### src/rtl/uart_pkg.sv
// Shared UART definitions: frame width, enable constants, receiver FSM encoding.
// Optional feature macro: UART_RX_PARITY_EN (adds the PARITY state, 8E1 framing).
package uart_pkg;

  localparam int unsigned DATA_W = 8;

  localparam logic ENABLE  = 1'b1;
  localparam logic DISABLE = 1'b0;

  typedef enum logic [2:0] {
    ST_IDLE   = 3'd0,
    ST_START  = 3'd1,
    ST_DATA   = 3'd2,
`ifdef UART_RX_PARITY_EN
    ST_PARITY = 3'd3,
`endif
    ST_STOP   = 3'd4
  } state_e;

  // Even parity holds when data plus parity bit carry an even number of ones.
  function automatic logic parity_ok(input logic [DATA_W-1:0] data, input logic par);
    return (^{data, par}) == 1'b0;
  endfunction

endpackage

### src/rtl/uart_rx_fifo.sv
// Synchronous receive FIFO with wrap-bit pointers; a push while full is dropped
// and flagged unless a pop frees the head slot in the same cycle.
module uart_rx_fifo
  import uart_pkg::*;
#(
  parameter int unsigned DEPTH = 4
) (
  input  logic              clk,
  input  logic              rstd,
  input  logic              push_i,
  input  logic [DATA_W-1:0] data_i,
  input  logic              pop_i,
  output logic [DATA_W-1:0] data_o,
  output logic              empty_o,
  output logic              full_o,
  output logic              ovf_o
);

  localparam int unsigned IDX_W = $clog2(DEPTH);
  localparam int unsigned PTR_W = IDX_W + 1;

  logic [PTR_W-1:0]  wr_ptr_q, wr_ptr_d;
  logic [PTR_W-1:0]  rd_ptr_q, rd_ptr_d;
  logic [DATA_W-1:0] mem_q [DEPTH];
  logic              do_push, do_pop;

  always_comb begin
    // NOTE: every always_comb output gets a default first so no latch is inferred.
    empty_o  = (wr_ptr_q == rd_ptr_q);
    full_o   = (wr_ptr_q[IDX_W-1:0] == rd_ptr_q[IDX_W-1:0]) &&
               (wr_ptr_q[IDX_W] != rd_ptr_q[IDX_W]);
    do_pop   = pop_i && !empty_o;
    do_push  = push_i && (!full_o || do_pop);
    ovf_o    = push_i && full_o && !do_pop;
    wr_ptr_d = wr_ptr_q + PTR_W'(do_push);
    rd_ptr_d = rd_ptr_q + PTR_W'(do_pop);
    data_o   = empty_o ? '0 : mem_q[rd_ptr_q[IDX_W-1:0]];
  end

  always_ff @(posedge clk or negedge rstd) begin
    // NOTE: sequential state uses non-blocking assignments so all flops update together.
    if (!rstd) begin
      wr_ptr_q <= '0;
      rd_ptr_q <= '0;
    end else begin
      wr_ptr_q <= wr_ptr_d;
      rd_ptr_q <= rd_ptr_d;
    end
  end

  // NOTE: storage has no reset; entries are only visible between valid pointers.
  always_ff @(posedge clk) begin
    if (do_push) mem_q[wr_ptr_q[IDX_W-1:0]] <= data_i;
  end

endmodule

### src/rtl/uart_rx.sv
// UART receiver: 2-flop synchronizer, mid-bit sampling FSM and receive FIFO
// with sticky error flags. Define UART_RX_PARITY_EN for 8E1, otherwise 8N1.
module uart_rx
  import uart_pkg::*;
#(
  parameter int unsigned CLK_FREQ   = 100000000,
  parameter int unsigned BAUD_RATE  = 115200,
  parameter int unsigned FIFO_DEPTH = 4
) (
  input  logic              clk,
  input  logic              rstd,
  input  logic              rx_i,
  input  logic              rd_en_i,
  input  logic              err_clr_i,
  output logic [DATA_W-1:0] rd_data_o,
  output logic              rx_valid_o,
  output logic              rx_full_o,
  output logic              frm_err_o,
  output logic              ovf_err_o,
  output logic              par_err_o
);

  localparam int unsigned DIV   = CLK_FREQ / BAUD_RATE;
  localparam int unsigned HALF  = DIV / 2;
  localparam int unsigned CNT_W = $clog2(DIV + 1);

  // sync_q[1] is the synchronized line; sync_q[2] is its previous value for edge detect.
  logic [2:0]        sync_q, sync_d;
  logic              rx_s, fall;

  state_e            state_q, state_d;
  logic [CNT_W-1:0]  cnt_q, cnt_d;
  logic [2:0]        bit_q, bit_d;
  logic [DATA_W-1:0] data_q, data_d;
  logic              push_q, push_d;
  logic              frm_q, frm_d;
  logic              ovf_q, ovf_d;
  logic              tick, stop_smp, par_ok, frm_evt, par_evt, ovf_evt;
  logic              fifo_empty;
`ifdef UART_RX_PARITY_EN
  logic              par_q, par_d;
  logic              par_err_q, par_err_d;
`endif

  always_comb begin
    sync_d = {sync_q[1:0], rx_i};
    rx_s   = sync_q[1];
    fall   = sync_q[2] && !sync_q[1];
    tick   = (cnt_q == CNT_W'(DIV - 1));
  end

  // State register
  always_ff @(posedge clk or negedge rstd) begin
    if (!rstd) begin
      sync_q    <= '1;
      state_q   <= ST_IDLE;
      cnt_q     <= '0;
      bit_q     <= '0;
      data_q    <= '0;
      push_q    <= 1'b0;
      frm_q     <= 1'b0;
      ovf_q     <= 1'b0;
`ifdef UART_RX_PARITY_EN
      par_q     <= 1'b0;
      par_err_q <= 1'b0;
`endif
    end else begin
      sync_q    <= sync_d;
      state_q   <= state_d;
      cnt_q     <= cnt_d;
      bit_q     <= bit_d;
      data_q    <= data_d;
      push_q    <= push_d;
      frm_q     <= frm_d;
      ovf_q     <= ovf_d;
`ifdef UART_RX_PARITY_EN
      par_q     <= par_d;
      par_err_q <= par_err_d;
`endif
    end
  end

  // Next-state logic
  always_comb begin
    state_d = state_q;
    cnt_d   = cnt_q + CNT_W'(1);
    bit_d   = bit_q;
    data_d  = data_q;
`ifdef UART_RX_PARITY_EN
    par_d   = par_q;
`endif
    case (state_q)
      ST_IDLE: begin
        cnt_d = '0;
        bit_d = '0;
        if (fall) state_d = ST_START;
      end
      ST_START: begin
        if (cnt_q == CNT_W'(HALF)) begin
          cnt_d   = '0;
          state_d = rx_s ? ST_IDLE : ST_DATA;
        end
      end
      ST_DATA: begin
        if (tick) begin
          cnt_d  = '0;
          data_d = {rx_s, data_q[DATA_W-1:1]};
          bit_d  = bit_q + 3'd1;
          if (bit_q == 3'd7) begin
`ifdef UART_RX_PARITY_EN
            state_d = ST_PARITY;
`else
            state_d = ST_STOP;
`endif
          end
        end
      end
`ifdef UART_RX_PARITY_EN
      ST_PARITY: begin
        if (tick) begin
          cnt_d   = '0;
          par_d   = rx_s;
          state_d = ST_STOP;
        end
      end
`endif
      ST_STOP: begin
        if (tick) begin
          cnt_d   = '0;
          state_d = ST_IDLE;
        end
      end
      default: begin
        cnt_d   = '0;
        state_d = ST_IDLE;
      end
    endcase
  end

  // Output logic: frame verdict at the stop-bit sample, pushed one clock later.
  always_comb begin
    stop_smp = (state_q == ST_STOP) && tick;
`ifdef UART_RX_PARITY_EN
    par_ok   = parity_ok(data_q, par_q);
`else
    par_ok   = ENABLE;
`endif
    push_d   = DISABLE;
    frm_evt  = DISABLE;
    par_evt  = DISABLE;
    if (stop_smp) begin
      push_d  = rx_s && par_ok;
      frm_evt = !rx_s;
      par_evt = !par_ok;
    end
  end

  // Sticky flags: a same-cycle error event beats the clear.
  always_comb begin
    frm_d     = (frm_q && !err_clr_i) || frm_evt;
    ovf_d     = (ovf_q && !err_clr_i) || ovf_evt;
`ifdef UART_RX_PARITY_EN
    par_err_d = (par_err_q && !err_clr_i) || par_evt;
`endif
  end

  uart_rx_fifo #(
    .DEPTH (FIFO_DEPTH)
  ) u_fifo (
    .clk     (clk),
    .rstd    (rstd),
    .push_i  (push_q),
    .data_i  (data_q),
    .pop_i   (rd_en_i),
    .data_o  (rd_data_o),
    .empty_o (fifo_empty),
    .full_o  (rx_full_o),
    .ovf_o   (ovf_evt)
  );

  assign rx_valid_o = !fifo_empty;
  assign frm_err_o  = frm_q;
  assign ovf_err_o  = ovf_q;
`ifdef UART_RX_PARITY_EN
  assign par_err_o  = par_err_q;
`else
  assign par_err_o  = 1'b0;
  logic unused_par;
  assign unused_par = par_evt;
`endif

endmodule

### config.mk
export PLATFORM = sky130hd
export DESIGN_NAME = uart_rx
export DESIGN_NICKNAME = d
export VERILOG_FILES = /design/src/rtl/uart_pkg.sv /design/src/rtl/uart_rx_fifo.sv /design/src/rtl/uart_rx.sv
export SDC_FILE = /design/constraint.sdc
export NUM_CORES = 1
export LEC_CHECK = 0
export BUFFER_PORTS_ARGS = -buffer_cell sky130_fd_sc_hd__buf_4
export CAP_MARGIN = 10
export CORE_MARGIN = 3
export CORE_UTILIZATION = 23
export CTS_CLUSTER_SIZE = 20
export DETAILED_ROUTE_END_ITERATION = 8
export GPL_ROUTABILITY_DRIVEN = 0
export SETUP_SLACK_MARGIN = 0.15
export SLEW_MARGIN = 10
export SYNTH_ARGS = -nofsm -noshare
export SYNTH_HDL_FRONTEND = slang
export SYNTH_SLANG_ARGS = --single-unit
### constraint.sdc
create_clock -name clk -period 6.3 [get_ports clk]
set_input_delay 0.315 -clock clk [delete_from_list [all_inputs] [get_ports clk]]
set_output_delay 0.315 -clock clk [all_outputs]
set_load 0.02 [all_outputs]
==> results_dict.tcl, run 1 <==
set metrics [dict create \
    status "finished, final reports clean" \
    clkSinkCount 68 \
    wire_per_inst_um 13.04 \
    peakVddDrop_v 0.0001403 \
    rows 40 \
    fin_crit_ns 2.916 \
    maxSlewHeadroom_pct 22.21 \
    fin_hold_ws_ns 0.09508 \
    die_area_um2 14350 \
    routed_wl_mm 5.201 \
    path_delay_family "simple AND/OR/NAND/NOR gates" \
    grt_pass1_wl_mm 8.963 \
    gr-usage-all-layers_pct 8.090 \
    dp_hpwl_mm 3.441 \
    synth_warnings 0 \
    worst_ep_arrival_time_ns 2.60 \
    drtIter0Drc 162 \
    maxSlewViolCount 0 \
    antenna_found_initial 0 \
    core_area_um2 12310 \
    ys_seq_area_share_pct 62.62 \
    cts_tree "done" \
    max_freq_mhz 342.9 \
    antenna_left 0 \
    boundaryPins 18 \
    p_leak_nw 1.475 \
    cts_root_buf "clkbuf_16" \
    timing_hold_violations_final 0 \
    rsz0062_at_grt "no" \
    drive_gt1_share_pct 25.54 \
    clockBufferDepth 2 \
    htreeDepth 3 \
    startpoint_type "flip-flop" \
    drc_errors 0 \
    grt_pass1_vias 1766 \
    setup_ws_ns 3.384 \
    clock_latency_ns 0.33 \
    setup_viol 0 \
    cp-end-kind "primary output" \
    grt_overflow 0 \
    worstMarginPinSlew_ns 1.164 \
    cpPeakStageDelay_ns 0.96 \
    synth-seq-cells 68 \
    syn-num-nets 216 \
    portBuffers 16 \
    worstSetupPathType "reg -> out" \
    tns_ns 0 \
    crit_path_cell_trace "xor2_1 -> nor3b_1 -> nor2b_1 -> buf_4" \
    synthCells 203 \
    max_cap_violations 0 \
    nNetsFinal 239 \
    post_cts_resized 0 \
    fin_skew_ns 0.006430 \
    die_w_um 119.8 \
    synth_top_area_share_pct 32.26 \
    min_path_type "in -> reg" \
    grt_start_max_net_pins 37 \
    path_buf_inv 1 \
    ys_types 45 \
    num_vias 1740 \
    n_antenna_cell 0 \
    worstPathMaxFanout 10 \
    netlist_area_um2 2979 \
    dp_slack_ns 3.534 \
    yosys.area.top_type "edfxtp_1" \
    final-instance-count-excl-fill 399 \
    cp_slowest_cell "nor3b_1" \
    syn_to_final_growth_pct 20.54 \
    die_h_um 119.8 \
    drtPass1Iterations 4 \
    cts_buffers 9 \
    via_per_inst 4.361 \
    path_clk_slew_ns 0.06 \
    netlist_top_cells_area "edfxtp_1 32%, dfrtp_1 28%, mux4_2 6.0%" \
    place_inst 382 \
    initial_core_util_pct 24.20 \
    avgSynthCellArea_um2 14.68 \
    p_per_area_nw_per_um2 326.2 \
    finalCritPeriodShare_pct 46.29 \
    critical_path_required_ns 5.98 \
]
-- registers in the layout, summed over array words and instances (netlist names), 3 cells and up --
name	flops
u_fifo.rd_ptr_q	3
state_q	3
bit_q	3
data_q	8
u_fifo.mem_q	32
cnt_q	10
sync_q	3
u_fifo.wr_ptr_q	3
-- final cells by class --
type	count	area [um^2]
clock buffer	10	229.0
inverter	10	37.54
timing repair buffer	20	152.6
tap	168	210.2
fill	1258	8721
sequential	68	1866
multi-input combinational	117	1032
clock inverter	6	63.81
-- report_power, final --
part | switching (mW) | internal [mW] | leakage [nW]
combinational | 0.0712 | 0.0660 | 0.488
sequential | 0.0589 | 0.490 | 0.848
clock | 0.179 | 0.306 | 0.139
total | 0.309 | 0.862 | 1.47
-- cell families (layout without fill, tap and decap cells) --
kind of cell | Yosys count | in the layout | share of synthesized area, %
AOI/OAI and AO/OA | 33 | 33 | 8.862
xor gates and xnor gates | 9 | 9 | 2.646
adders and majority gates | 8 | 8 | 3.360
buffers and inverters | 18 | 46 | 2.730
DFF | 68 | 68 | 62.62
muxes | 17 | 17 | 9.408
other | 1 | 1 | 0.1259
and+or+nand+nor | 49 | 49 | 10.25
-- layout by cell type (no fill, tap or decap), drive strengths merged, types with 2 or more instances in the layout --
master | Yosys | final
o21ai | 7 | 7
dfrtp | 33 | 33
clkinv | 0 | 2
or3b | 3 | 3
clkbuf | 3 | 10
or3 | 5 | 5
nor3 | 4 | 4
xnor2 | 2 | 2
a221oi | 5 | 5
buf | 5 | 19
nor2 | 5 | 5
mux2 | 8 | 8
mux4 | 8 | 8
edfxtp | 32 | 32
nand2 | 5 | 5
inv | 10 | 11
dfstp | 3 | 3
ha | 8 | 8
a211oi | 5 | 5
o31ai | 5 | 5
nor3b | 3 | 3
a32o | 2 | 2
nor4 | 3 | 3
xor2 | 7 | 7
clkinvlp | 0 | 2
nand3 | 6 | 6
nor2b | 9 | 9
or4 | 2 | 2
o311ai | 3 | 3
o211ai | 2 | 2
-- path summary, 6_finish.rpt --
check / from / endpoint / slack (ns) / cells after the start
max in group asynchronous: rstd / sync_q[2]$_DFF_PN1_ / 5.47 / 2
setup / recovery: u_fifo.rd_ptr_q[0]$_DFF_PN0_ / rd_data_o[3] / 3.38 / 4
hold / removal: rx_i / sync_q[0]$_DFF_PN1_ / 0.1 / 1
setup reg to reg: u_fifo.rd_ptr_q[0]$_DFF_PN0_ / u_fifo.rd_ptr_q[2]$_DFF_PN0_ / 3.63 / 6
hold reg to reg: sync_q[0]$_DFF_PN1_ / sync_q[1]$_DFF_PN1_ / 0.35 / 0
min in group asynchronous: rstd / cnt_q[2]$_DFF_PN0_ / 0.48 / 2
-- layer usage --
layer | GRT usage, % | routed length [um]
met3 | 3.534 | 266
met1 | 9.769 | 2276
met2 | 12.64 | 2571
met5 | 0 | 0
met4 | 3.364 | 87
-- metrics by stage --
step           utilization (%)  cell area [um^2]  power (mW)
6_report                 29.17              3591       1.171
4_1_cts                  29.17              3591       1.190
3_3_place_gp             26.71              3288      0.6931
3_5_place_dp             26.71              3288      0.6987
2_1_floorplan                -              2979      0.6531
5_1_grt                  29.17              3591       1.240
-- cell usage after synthesis --
| cell | count |
|---|---|
| inv_1 | 10 |
| nand3_1 | 6 |
| o31ai_2 | 1 |
| nor4_1 | 2 |
| a221oi_1 | 5 |
| a32o_1 | 2 |
| nand4b_1 | 1 |
| o2bb2ai_1 | 1 |
| or3b_1 | 1 |
| o41ai_1 | 1 |
| or3b_2 | 2 |
| nand2b_1 | 1 |
| o32ai_1 | 1 |
| xnor2_1 | 2 |
| clkbuf_1 | 3 |
| nor3b_1 | 3 |
| or4_1 | 2 |
| buf_2 | 2 |
| nor2_1 | 5 |
| o311ai_0 | 2 |
| buf_4 | 1 |
| o21ba_2 | 1 |
| nand4_1 | 1 |
| mux4_2 | 8 |
| dfrtp_1 | 33 |
| nor2b_1 | 9 |
| mux2_2 | 8 |
| nand2_1 | 5 |
| o311ai_2 | 1 |
| buf_1 | 1 |
| mux2i_1 | 1 |
| buf_6 | 1 |
| nor4_4 | 1 |
| a211oi_1 | 5 |
| edfxtp_1 | 32 |
| o31ai_1 | 4 |
| nor3_1 | 4 |
| o211ai_1 | 2 |
| or3_1 | 5 |
| ha_1 | 8 |
| xor2_1 | 7 |
| or4bb_1 | 1 |
| o21ai_0 | 7 |
| dfstp_2 | 3 |
| conb_1 | 1 |
-- worst register-to-register path: cells and delay by family (launching register included) --
kind,cells,cell delay (ns)
xor gates and xnor gates,2,0.37
adders and majority gates,2,0.41
DFF,1,0.71
and+or+nand+nor,2,1.07
-- repair_timing --
| item | 4_1_cts | 5_1_grt |
|---|---|---|
| hold buffers | 1 | 0 |
| endpoints found under the hold margin | 33 | 0 |
| setup buffers | 0 | 0 |
Note: power is estimated with default switching activity, not from simulation.
==> inputs of run 2 (changes only) <==
==> constraint.sdc (replaced) <==
create_clock -name clk -period 2.8 [get_ports clk]
set_input_delay 0.14 -clock clk [delete_from_list [all_inputs] [get_ports clk]]
set_output_delay 0.14 -clock clk [all_outputs]
set_load 0.02 [all_outputs]
==> results_dict.tcl, run 2 (synthesis results as in run 1) <==
set metrics [dict create \
    fin_skew_ns 0.004649 \
    max_cap_violations 0 \
    n_antenna_cell 0 \
    place_inst 385 \
    path_clk_slew_ns 0.06 \
    layout_common_cells "33 x dfrtp_1, 32 x edfxtp_1, 22 x buf_4, 10 x inv_1" \
    wire_per_inst_um 13.16 \
    r2r_start "u_fifo.rd_ptr_q[1]$_DFF_PN0_" \
    p_per_area_nw_per_um2 732.4 \
    htreeDepth 3 \
    drtPass1Iterations 4 \
    startpoint_type "flip-flop" \
    initial_core_util_pct 24.20 \
    dp_hpwl_mm 3.475 \
    cts_root_buf "clkbuf_16" \
    path_buf_inv 1 \
    syn_to_final_growth_pct 21.63 \
    final-instance-count-excl-fill 403 \
    gr-usage-all-layers_pct 7.815 \
    grt_overflow 0 \
    clock_latency_ns 0.31 \
    portBuffers 16 \
    setup_viol 0 \
    maxSlewHeadroom_pct 51.43 \
    critical_path_required_ns 3.00 \
    power.internal_mw 1.956 \
    layout.cells.most_common "dfrtp_1" \
    cts_tree "done" \
    combPwrFrac_pct 13.9 \
    grt_start_max_net_pins 37 \
    p_sw_uw 697.8 \
    routed_wl_mm 5.304 \
    path_delay_family "compound AO/OA/AOI/OAI gates" \
    p_leak_nw 1.505 \
    timing_hold_violations_final 0 \
    crit_path_cell_trace "xor2_1 -> o41ai_1 -> inv_1 -> ha_1 -> ha_1 -> xor2_1" \
    max_freq_mhz 445.4 \
    maxSlewViolCount 0 \
    postCtsSetupBuffers 0 \
    cp-end-kind "flip-flop" \
    rows 40 \
    sw_frac_of_total_pct 26.30 \
    drc_errors 0 \
    cpPeakStageDelay_ns 0.67 \
    min_path_type "in -> reg" \
    num_vias 1756 \
    tns_ns 0 \
    die_w_um 119.8 \
    finalCritPeriodShare_pct 80.18 \
    peakVddDrop_v 0.0002765 \
    worstSetupPathType "reg -> reg" \
    rsz0062_at_grt "no" \
    fin_crit_ns 2.245 \
    clockBufferDepth 2 \
    clkSinkCount 68 \
    boundaryPins 18 \
    antenna_found_initial 0 \
    drive_gt1_share_pct 26.81 \
    pwr-share-clk_pct 40.7 \
    worstPathMaxFanout 10 \
    cp-startpoint "u_fifo.rd_ptr_q[1]$_DFF_PN0_" \
    drtIter0Drc 75 \
    die_area_um2 14350 \
    grt_pass1_vias 1780 \
    core_area_um2 12310 \
    min_from "err_clr_i" \
    cp_slowest_cell "o41ai_1" \
    worstMarginPinSlew_ns 0.7192 \
    status "finished, final reports clean" \
    cts_buffers 9 \
    grt_pass1_wl_mm 8.963 \
    die_h_um 119.8 \
    nNetsFinal 243 \
    worst_ep_arrival_time_ns 2.44 \
    antenna_left 0 \
    largest_reg_flops 32 \
    p_seq_share_pct 45.4 \
    via_per_inst 4.357 \
]
[run 2: cell count changes in the layout (fill, tap and decap cells not counted), sizes merged]
cell         change
dlygate4sd3      +1
buf              +3
clkinv           +4
inv              -1
clkbuf           -1
clkinvlp         -2
[run 2: final timing paths]
kind                                                end  slack, ns  cells past startpoint
setup reg to reg           u_fifo.wr_ptr_q[2]$_DFF_PN0_       0.56                      6
hold reg to reg                     sync_q[1]$_DFF_PN1_       0.36                      0
min in group asynchronous            cnt_q[6]$_DFF_PN0_       0.32                      2
setup / recovery           u_fifo.wr_ptr_q[2]$_DFF_PN0_       0.56                      6
hold / removal                      frm_err_o$_DFF_PN0_       0.01                      2
max in group asynchronous           sync_q[1]$_DFF_PN1_       2.12                      2
[run 2: area by class of cell]
cell class,instances,area (um^2)
clock inverter,7,67.56
multi-input combinational,117,1032
fill,1241,8688
inverter,10,37.54
timing repair buffer,24,185.2
tap,168,210.2
clock buffer,9,225.2
sequential,68,1866
[run 2: worst reg2reg max path, cell delays in order, from the launching register on]
cell and delay [ns]:
dfrtp_1 0.54, xor2_1 0.26, o41ai_1 0.67, inv_1 0.11
ha_1 0.21, ha_1 0.18, xor2_1 0.16
[run 2: power by group through the flow]
stage               clock [mW]  sequential [mW]  combinational [mW]
finish                    1.08             1.20               0.369
global route              1.16             1.22               0.417
CTS                       1.11             1.21               0.378
global placement             0             1.22               0.366
floorplan                    0             1.17               0.296
detailed placement           0             1.22               0.373
[run 2: repair_timing]
action                    in CTS  in global routing
hold buffers                   2                  0
hold endpoints to repair      34                  0
resized for setup              0                  0
[run 2: through the flow]
step | total power [mW] | utilization [%] | instance area (um^2) | worst slack (ns) | hold slack [ns]
finish | 2.654 | 29.43 | 3623 | 0.5550 | 0.01120
global route | 2.795 | 29.43 | 3623 | 0.3638 | 0.01829
CTS | 2.694 | 29.43 | 3623 | 0.5227 | 0.005507
detailed placement | 1.597 | 26.89 | 3311 | 0.5384 | 0.1405
global placement | 1.587 | 26.89 | 3311 | 0.5865 | 0.1329
floorplan | 1.470 | - | 2979 | 0.6128 | -0.1556
[run 2: per-layer routing]
metal / routed length [um] / track usage [%]
met5: 0 / 0
met4: 15 / 1.933
met3: 207 / 3.016
met2: 2705 / 13.10
met1: 2374 / 9.484
